### src/rtl/sha256_padder_if.sv
// sha256_padder_if
//   Handshake bundle between a word source, the padder and the block sink.
//   Input side : in_valid / in_ready / in_data[31:0] / in_last / in_bytes[1:0]
//   Output side: blk_valid / blk_ready / blk_data[511:0] / blk_last
//   modport slave  : the padder (consumes words, produces blocks)
//   modport master : the environment (produces words, consumes blocks)
interface sha256_padder_if;
  logic         in_valid;
  logic         in_ready;
  logic [31:0]  in_data;
  logic         in_last;
  logic [1:0]   in_bytes;
  logic         blk_valid;
  logic         blk_ready;
  logic [511:0] blk_data;
  logic         blk_last;

  modport slave (
    input  in_valid, in_data, in_last, in_bytes, blk_ready,
    output in_ready, blk_valid, blk_data, blk_last
  );

  modport master (
    output in_valid, in_data, in_last, in_bytes, blk_ready,
    input  in_ready, blk_valid, blk_data, blk_last
  );
endinterface

### src/rtl/sha256_padder.sv
// sha256_padder
//   Collects a byte message arriving as big-endian 32-bit words, appends the
//   SHA-256 padding (0x80 marker, zero fill, 64-bit bit length) and presents
//   complete 512-bit blocks to the compression core.
//   Ports:
//     clk        clock, rising edge
//     rst        asynchronous active-high reset
//     bus.slave  word input (in_*) and block output (blk_*) handshakes
//   Parameter LEN_W: width of the bit-length field (64 for SHA-256).
//
//   state | meaning
//   ------+-----------------------------------------------------------
//   FILL  | accepting message words into the buffer
//   PAD   | writing marker / zero / length words, one per cycle
//   OUT   | block presented on blk_data, waiting for blk_ready
module sha256_padder #(
  parameter int LEN_W = 64
) (
  input  logic            clk,
  input  logic            rst,
  sha256_padder_if.slave  bus
);

  localparam int BC_W = LEN_W - 3;

  typedef enum logic [1:0] {FILL, PAD, OUT} state_t;

  state_t            state;
  logic [31:0]       word_q [16];
  logic [3:0]        wcnt;
  logic [BC_W-1:0]   bcnt;
  logic              pend;
  logic              fits;
  logic              msg_end;   // last word accepted, length not yet emitted
  logic              in_ready_q;
  logic              blk_valid_q;
  logic              blk_last_q;

  logic [2:0]        nbytes;
  logic [31:0]       last_word;
  logic [4:0]        n_next;
  logic [LEN_W-1:0]  len;
  logic [31:0]       pad_word;
  logic [511:0]      blk_data_w;

  always_comb begin
    nbytes = (bus.in_bytes == 2'd0) ? 3'd4 : {1'b0, bus.in_bytes};
  end

  // Short final word: keep the valid bytes, place the marker right after them.
  always_comb begin
    last_word = bus.in_data;
    case (bus.in_bytes)
      2'd1:    last_word = {bus.in_data[31:24], 24'h800000};
      2'd2:    last_word = {bus.in_data[31:16], 16'h8000};
      2'd3:    last_word = {bus.in_data[31:8],  8'h80};
      default: last_word = bus.in_data;
    endcase
  end

  always_comb begin
    n_next = {1'b0, wcnt} + 5'd1;
    len    = {bcnt, 3'b000};
  end

  always_comb begin
    pad_word = 32'h0;
    if (pend)
      pad_word = 32'h8000_0000;
    else if (fits && wcnt == 4'd14)
      pad_word = len[LEN_W-1 -: 32];
    else if (fits && wcnt == 4'd15)
      pad_word = len[31:0];
  end

  always_comb begin
    blk_data_w = '0;
    for (int i = 0; i < 16; i++)
      blk_data_w[511 - 32*i -: 32] = word_q[i];
  end

  assign bus.in_ready  = in_ready_q;
  assign bus.blk_valid = blk_valid_q;
  assign bus.blk_last  = blk_last_q;
  assign bus.blk_data  = blk_data_w;

  always_ff @(posedge clk or posedge rst) begin
    if (rst) begin
      state       <= FILL;
      wcnt        <= 4'd0;
      bcnt        <= '0;
      pend        <= 1'b0;
      fits        <= 1'b0;
      msg_end     <= 1'b0;
      in_ready_q  <= 1'b1;
      blk_valid_q <= 1'b0;
      blk_last_q  <= 1'b0;
      for (int i = 0; i < 16; i++)
        word_q[i] <= 32'h0;
    end else begin
      case (state)
        FILL: begin
          if (bus.in_valid) begin
            if (!bus.in_last) begin
              word_q[wcnt] <= bus.in_data;
              bcnt         <= bcnt + BC_W'(4);
              if (wcnt == 4'd15) begin
                state       <= OUT;
                in_ready_q  <= 1'b0;
                blk_valid_q <= 1'b1;
                blk_last_q  <= 1'b0;
                wcnt        <= 4'd0;
              end else begin
                wcnt <= wcnt + 4'd1;
              end
            end else begin
              word_q[wcnt] <= last_word;
              bcnt         <= bcnt + BC_W'(nbytes);
              // A full last word still owes the marker to the next slot.
              pend         <= (nbytes == 3'd4);
              fits         <= ((n_next + {4'b0000, (nbytes == 3'd4)}) <= 5'd14);
              msg_end      <= 1'b1;
              in_ready_q   <= 1'b0;
              if (wcnt == 4'd15) begin
                state       <= OUT;
                blk_valid_q <= 1'b1;
                blk_last_q  <= 1'b0;
                wcnt        <= 4'd0;
              end else begin
                state <= PAD;
                wcnt  <= n_next[3:0];
              end
            end
          end
        end

        PAD: begin
          word_q[wcnt] <= pad_word;
          if (pend)
            pend <= 1'b0;
          if (wcnt == 4'd15) begin
            state       <= OUT;
            blk_valid_q <= 1'b1;
            blk_last_q  <= fits;
            wcnt        <= 4'd0;
          end else begin
            wcnt <= wcnt + 4'd1;
          end
        end

        OUT: begin
          if (bus.blk_ready) begin
            blk_valid_q <= 1'b0;
            blk_last_q  <= 1'b0;
            if (msg_end && !blk_last_q) begin
              // Length did not fit: build a trailing block that carries it.
              fits  <= 1'b1;
              state <= PAD;
              wcnt  <= 4'd0;
            end else begin
              state      <= FILL;
              in_ready_q <= 1'b1;
              if (blk_last_q) begin
                bcnt    <= '0;
                msg_end <= 1'b0;
              end
            end
          end
        end

        default: begin
          state      <= FILL;
          in_ready_q <= 1'b1;
        end
      endcase
    end
  end

endmodule

### src/flat_wrapper.sv
// flat-port wrapper written by rule: the top's interface ports become plain ports
module sha256_padder_flat 
#(
  parameter int LEN_W = 64
)
  (clk, rst, bus_in_valid, bus_in_data, bus_in_last, bus_in_bytes, bus_blk_ready, bus_in_ready, bus_blk_valid, bus_blk_data, bus_blk_last);
  sha256_padder_if bus_i ();
  input  logic clk;
  input  logic rst;
  input wire logic [$bits(bus_i.in_valid)-1:0] bus_in_valid;
  input wire logic [$bits(bus_i.in_data)-1:0] bus_in_data;
  input wire logic [$bits(bus_i.in_last)-1:0] bus_in_last;
  input wire logic [$bits(bus_i.in_bytes)-1:0] bus_in_bytes;
  input wire logic [$bits(bus_i.blk_ready)-1:0] bus_blk_ready;
  output wire logic [$bits(bus_i.in_ready)-1:0] bus_in_ready;
  output wire logic [$bits(bus_i.blk_valid)-1:0] bus_blk_valid;
  output wire logic [$bits(bus_i.blk_data)-1:0] bus_blk_data;
  output wire logic [$bits(bus_i.blk_last)-1:0] bus_blk_last;
  assign bus_i.in_valid = bus_in_valid;
  assign bus_i.in_data = bus_in_data;
  assign bus_i.in_last = bus_in_last;
  assign bus_i.in_bytes = bus_in_bytes;
  assign bus_i.blk_ready = bus_blk_ready;
  assign bus_in_ready = bus_i.in_ready;
  assign bus_blk_valid = bus_i.blk_valid;
  assign bus_blk_data = bus_i.blk_data;
  assign bus_blk_last = bus_i.blk_last;
  sha256_padder #(.LEN_W(LEN_W)) u_core (.clk(clk), .rst(rst), .bus(bus_i));
endmodule
### config.mk
export PLATFORM = sky130hd
export DESIGN_NAME = sha256_padder_flat
export DESIGN_NICKNAME = d
export VERILOG_FILES = /design/src/rtl/sha256_padder_if.sv /design/src/rtl/sha256_padder.sv /design/src/flat_wrapper.sv
export SDC_FILE = /design/constraint.sdc
export NUM_CORES = 1
export LEC_CHECK = 0
export BUFFER_PORTS_ARGS = -buffer_cell sky130_fd_sc_hd__buf_2
export CAP_MARGIN = 20
export CELL_PAD_IN_SITES_DETAIL_PLACEMENT = 2
export CELL_PAD_IN_SITES_GLOBAL_PLACEMENT = 2
export CORE_MARGIN = 5
export CORE_UTILIZATION = 33
export DETAILED_ROUTE_END_ITERATION = 8
export PLACE_DENSITY = 0.92
export SLEW_MARGIN = 20
export SYNTH_ARGS = -nofsm -noshare
export SYNTH_HDL_FRONTEND = slang
export SYNTH_SLANG_ARGS = --single-unit
### constraint.sdc
create_clock -name clk -period 20.5 [get_ports clk]
set_input_delay 0 -clock clk [delete_from_list [all_inputs] [get_ports clk]]
set_output_delay 0 -clock clk [all_outputs]
set_load 0.1 [all_outputs]
==> out/qor.csv, run 1 <==
metric,value,unit
status,"complete, no violations",
Routed WL per cell,29.7,um
CP arrival,4.13,ns
GRT Total Usage,29.1,%
Area Overhead vs Synth,27.2,%
Worst R2R Path Depth,7,
PnR worst setup slack,16.85,ns
post-route ant nets,0,
num rows,97,
CP Launch Type,register,
"commonest non-fill, non-tap cell in the layout",dfrtp_1,
Final Slew Violations,0,
syn_nets,2363,
Die W,274,um
Netlist cell types,58,
TritonCTS clock tree,built,
initial core utilization,33.1,%
Clock Latency Late Sink,0.62,ns
"slowest stage delay, CP",0.74,ns
worst-path cell chain,inv_1 -> ha_1 -> mux2i_1 -> nor3b_1 -> nand2_2 -> buf_4 -> o21ai_0,
GR Overflow Total,0,
"EDFF count, synth",0,
input/output buffers,553,
Hold Path Stages,4,
kind of critical path,register to register,
clock buffer depth,3,
antenna violations before repair,6,
hold worst-path end,u_core.bus.blk_data[38],
Clock Skew,0.0373,ns
Worst-path clk slew,0.07,ns
Cells after Synth,2309,
global-route wire length before repair,165,mm
CP Max Fanout,40,
vias in the first global route,24100,
Post-Syn Area,23100,um2
critical path's top delay family,simple AND/OR/NAND/NOR gates,
period utilization,17.8,%
share of cells above drive strength 1,25.8,%
main flop type after synthesis,dfrtp_1,
first-pass detailed-route iteration total,6,
DRC,0,
number of gates resized after CTS,0,
vias per cell,5.68,
Yosys Warn Count,0,
CP max-delay cell,nor3b_1,
Final Hold Fails,0,
routed via count,21700,
min Tclk post-route,3.65,ns
required time of the worst setup path,20.98,ns
CP endpoint kind,register,
average size of a mapped cell,9.99,um2
unrepaired setup endpoints after global routing,false,
I/O pins,554,
final WL,114,mm
Nets,2890,
Die Height,274,um
largest net degree at the start of global routing,180,
Final HPWL DP,73.8,mm
CTS buffer count,66,
Seq. cell area,14600,um2
Fin Setup TNS,0,ns
"commonest non-fill, non-tap cells in the layout","584 x dfrtp_1, 575 x nand2_1, 553 x buf_2",
Worst-Margin Slew,1.20,ns
Final Setup Violations,0,
instance count on the critical path,7,
Seq cells post-synth,585,
worst path bufs/invs,2,
Hold/Removal Path Class,input port to register,
fraction of registers with async set/reset,100,%
core area,69700,um2
r2r endpoint,u_core.bus.blk_data[306],
area of the multi-input gates,7810,um2
max_cap viols,0,
DR iter-0 viols,1799,
Rel. slew slack,19.8,%
# fillers,7405,
Die ar.,75300,um2
routability cong.,0.871,
root buf cell,clkbuf_16,
register-to-register setup slack,16.85,ns
RR Startpoint,u_core.state[1],
H-tree Lvls,3,
Sink Count,585,
Place WS,16.91,ns
Max Fclk,0.274,GHz
hold_sp,bus_in_data[6],
register area share after synthesis,63.5,%
routing by layer:
layer / GRT usage [%] / up-vias / part of all wire [%]
li1: - / 8981 / -
met4: 15.4 / 0 / 5.9
met1: 33.8 / 11400 / 37
met5: 0 / - / 0
met3: 5.84 / 364 / 6.7
met2: 50.7 / 989 / 50
timing repair:
action,CTS,global route
hold buffers,25,3
setup buffers,0,0
endpoints found under the setup margin,0,0
endpoints found under the hold margin,164,9
final cells by class:
class | count | share of cell area, %
timing repair buffer | 636 | 12.0
clock inverter | 19 | 0.819
multi-input combinational | 1529 | 26.6
antenna | 4 | 0.0341
tap | 940 | 4.01
inverter | 18 | 0.256
clock buffer | 96 | 6.32
sequential | 585 | 49.9
Yosys cell counts (all sizes together), types with 2 or more instances:
cell type | count | area, um2
or4 | 20 | 154
nor3b | 2 | 15.0
nand2b | 12 | 75.1
and2 | 3 | 18.8
nor2b | 11 | 68.8
o31ai | 21 | 158
a21o | 4 | 30.0
and4 | 7 | 61.3
a32oi | 5 | 43.8
nor2 | 31 | 116
o21ai | 549 | 2750
or3 | 12 | 75.1
ha | 14 | 175
a41oi | 3 | 26.3
a22oi | 28 | 210
nor4bb | 2 | 20.0
dfrtp | 584 | 14600
o22a | 2 | 17.5
nand2 | 590 | 2210
a21oi | 45 | 225
nand3 | 33 | 165
and3 | 14 | 87.6
a31oi | 4 | 25.0
o311ai | 3 | 26.3
xor2 | 4 | 35.0
nor3 | 9 | 45.0
nand4 | 20 | 125
or2 | 2 | 12.5
o211ai | 8 | 60.1
inv | 17 | 63.8
a211o | 2 | 17.5
a22o | 27 | 236
a211oi | 3 | 27.5
clkbuf | 163 | 613
nand4b | 4 | 35.0
buf | 14 | 77.6
nor4 | 9 | 62.6
xnor2 | 3 | 26.3
mux2i | 8 | 80.1
o41ai | 7 | 61.3
worst max path at each step:
stage,startpoint,to,slack [ns]
finish,u_core.state[1],u_core.bus.blk_data[306],16.85
global route,u_core.state[1],u_core.bus.blk_data[306],16.59
CTS,u_core.state[1],u_core.bus.blk_data[306],16.88
detailed placement,u_core.state[1],u_core.bus.blk_data[504],16.91
global placement,u_core.wcnt[0],u_core.bus.blk_data[317],17.12
floorplan,rst,u_core.bcnt[0],4.13
cell families (layout without fill, tap and decap cells):
group / after synthesis / after routing / synth area share (%)
flops: 585 / 585 / 63.5
buf+inv: 195 / 769 / 3.29
other cells: 0 / 4 / 0
fa+ha+maj: 15 / 15 / 0.846
mux: 9 / 9 / 0.396
xor+xnor: 7 / 7 / 0.266
simple gates: 782 / 782 / 14.6
compound gates: 716 / 716 / 17.2
per-stage QoR:
step	hold slack [ns]	std cells	utilization, %	area [um2]
CTS	0.000970	3815	41.9	29200
floorplan	0.194	2309	-	23100
global placement	0.232	3671	38.5	26800
detailed placement	0.238	3675	38.6	26900
finish	0.0460	3827	42.1	29300
global route	0.0209	3824	42.1	29300
worst register-to-register path, stage by stage (launching register included):
cell     delay, ns
dfrtp_1       0.43
inv_1         0.10
ha_1          0.59
mux2i_1       0.31
nor3b_1       0.74
nand2_2       0.51
buf_4         0.44
o21ai_0       0.40
registers in the layout, summed over array words and instances (netlist names), 2 cells and up:
| signal | count |
|---|---|
| u_core.bus.blk_data | 512 |
| u_core.wcnt | 4 |
| u_core.bcnt | 61 |
| u_core.state | 2 |
Power of run 1 is left out: the tool's default activity adds up to more than one toggle a clock period on the data nets, which glitch-free logic cannot reach.
==> inputs of run 2 (changes only) <==
CORE_UTILIZATION = 30   (was 33)
PLACE_DENSITY = 0.88   (was 0.92)
clock period = 3 ns   (was 20.5 ns; I/O delays follow)
==> out/qor.csv, run 2 (synthesized netlist as in run 1, its figures left out) <==
metric,value,unit
global-route wire length before repair,171,mm
Final Hold Fails,0,
antenna violations before repair,12,
Hold Path Stages,4,
highest routed metal layer,met4,
CP max-delay cell,or4_4,
Post-Route M1 WL,43.4,mm
Worst R2R Path Depth,8,
Worst-path clk slew,0.06,ns
H-tree Lvls,3,
hold_sp,bus_in_data[11],
Final Slew Violations,0,
# fillers,8039,
final WL,118,mm
CTS buffer count,68,
DR iter-0 viols,1728,
Die Height,287,um
required time of the worst setup path,3.53,ns
first-pass detailed-route iteration total,7,
Met2 Routed Length,57.7,mm
I/O pins,554,
Sink Count,585,
vias in the first global route,24900,
Routed WL per cell,29.5,um
max FFs per register,512,
Nets,2958,
wire length on met3,8.33,mm
vias per cell,5.56,
Final Setup Violations,0,
largest net degree at the start of global routing,85,
routability cong.,0.835,
Area Overhead vs Synth,32.5,%
min Tclk post-route,2.98,ns
Worst-Margin Slew,0.979,ns
input/output buffers,553,
routed via count,22200,
Final HPWL DP,75.8,mm
Hold/Removal Path Class,input port to register,
Die ar.,82500,um2
status,"complete, no violations",
"commonest non-fill, non-tap cell in the layout",dfrtp_1,
"commonest non-fill, non-tap cells in the layout","584 x dfrtp_1, 575 x nand2_1, 553 x buf_2",
GRT Total Usage,27.4,%
post-route ant nets,0,
post-route cell area,30600,um2
r2r endpoint,u_core.bcnt[60],
num rows,101,
worst-path cell chain,ha_1 -> inv_1 -> fa_1 -> nand2b_2 -> a21o_4 -> or4_4 -> or4_1 -> a21oi_1,
period utilization,99.3,%
Clock Skew,0.0304,ns
share of cells above drive strength 1,28.1,%
core area,76100,um2
hold worst-path end,u_core.bus.blk_data[75],
RR Startpoint,u_core.bcnt[0],
max_cap viols,0,
CP arrival,3.51,ns
DRC,0,
"slowest stage delay, CP",0.66,ns
CP Max Fanout,8,
kind of critical path,register to register,
Clock Latency Late Sink,0.62,ns
initial core utilization,30.3,%
Max Fclk,0.336,GHz
CP endpoint kind,register,
register-to-register setup slack,0.02,ns
TritonCTS clock tree,built,
root buf cell,clkbuf_16,
Die W,287,um
CP Launch Type,register,
Placed Area,27800,um2
Rel. slew slack,34.7,%
GR Overflow Total,0,
CP startpoint,u_core.bcnt[0],
clock buffer depth,3,
run 2: worst max path at each step:
| stage | end | slack (ns) | cells after the start |
|---|---|---|---|
| 2_1_floorplan | u_core.bcnt[0] | -4.97 | 1 |
| 3_3_place_gp | u_core.bcnt[60] | 0.15 | 8 |
| 4_1_cts | u_core.bcnt[38] | 0.02 | 8 |
| 5_1_grt | u_core.bcnt[54] | -0.007 | 8 |
| 3_5_place_dp | u_core.bcnt[38] | 0.05 | 8 |
| 6_report | u_core.bcnt[60] | 0.02 | 8 |
run 2: area by class of cell:
type	instances	area (um2)	share of cell area (%)
Clock inverter	28	330	1.08
Sequential cell	585	14600	47.9
Inverter	18	71.3	0.233
Tap cell	1030	1290	4.22
Clock buffer	91	1970	6.45
Multi-Input combinational cell	1531	7860	25.7
Timing Repair Buffer	700	4380	14.3
Antenna cell	5	12.5	0.0409
run 2: through the flow:
stage	setup TNS [ns]	std cells	utilization, %	hold WS (ns)	worst slack [ns]
finish	0	3988	40.2	0.0420	0.0222
global route	-0.0124	3985	40.2	0.0402	-0.00732
CTS	0	3979	40.0	0.000848	0.0153
detailed placement	0	3827	36.6	0.268	0.0473
global placement	0	3827	36.6	0.264	0.153
floorplan	-2906.73	2309	-	0.194	-4.97
run 2: critical path: cells and delay by family, from the launching register on:
family                     cells  cell delay [ns]
and+or+nand+nor                3             1.44
adders and majority gates      2             0.59
AOI/OAI and AO/OA              2             0.45
DFF                            1             0.35
buffers and inverters          1             0.06
run 2: timing repair:
item                                   CTS  global route
cloned                                   0             2
setup endpoints to repair                4            13
endpoints found under the hold margin  207             0
setup buffers                            0             1
pin swaps                                1             1
gates resized for setup                  0             8
hold buffers                            33             0
run 2: per-layer routing:
layer | GRT usage [%] | vias up
li1 | - | 9135
met1 | 31.1 | 11500
met2 | 47.6 | 1132
met3 | 5.58 | 403
met4 | 16.1 | 0
met5 | 0 | -
Power of run 2 is left out for the same reason.
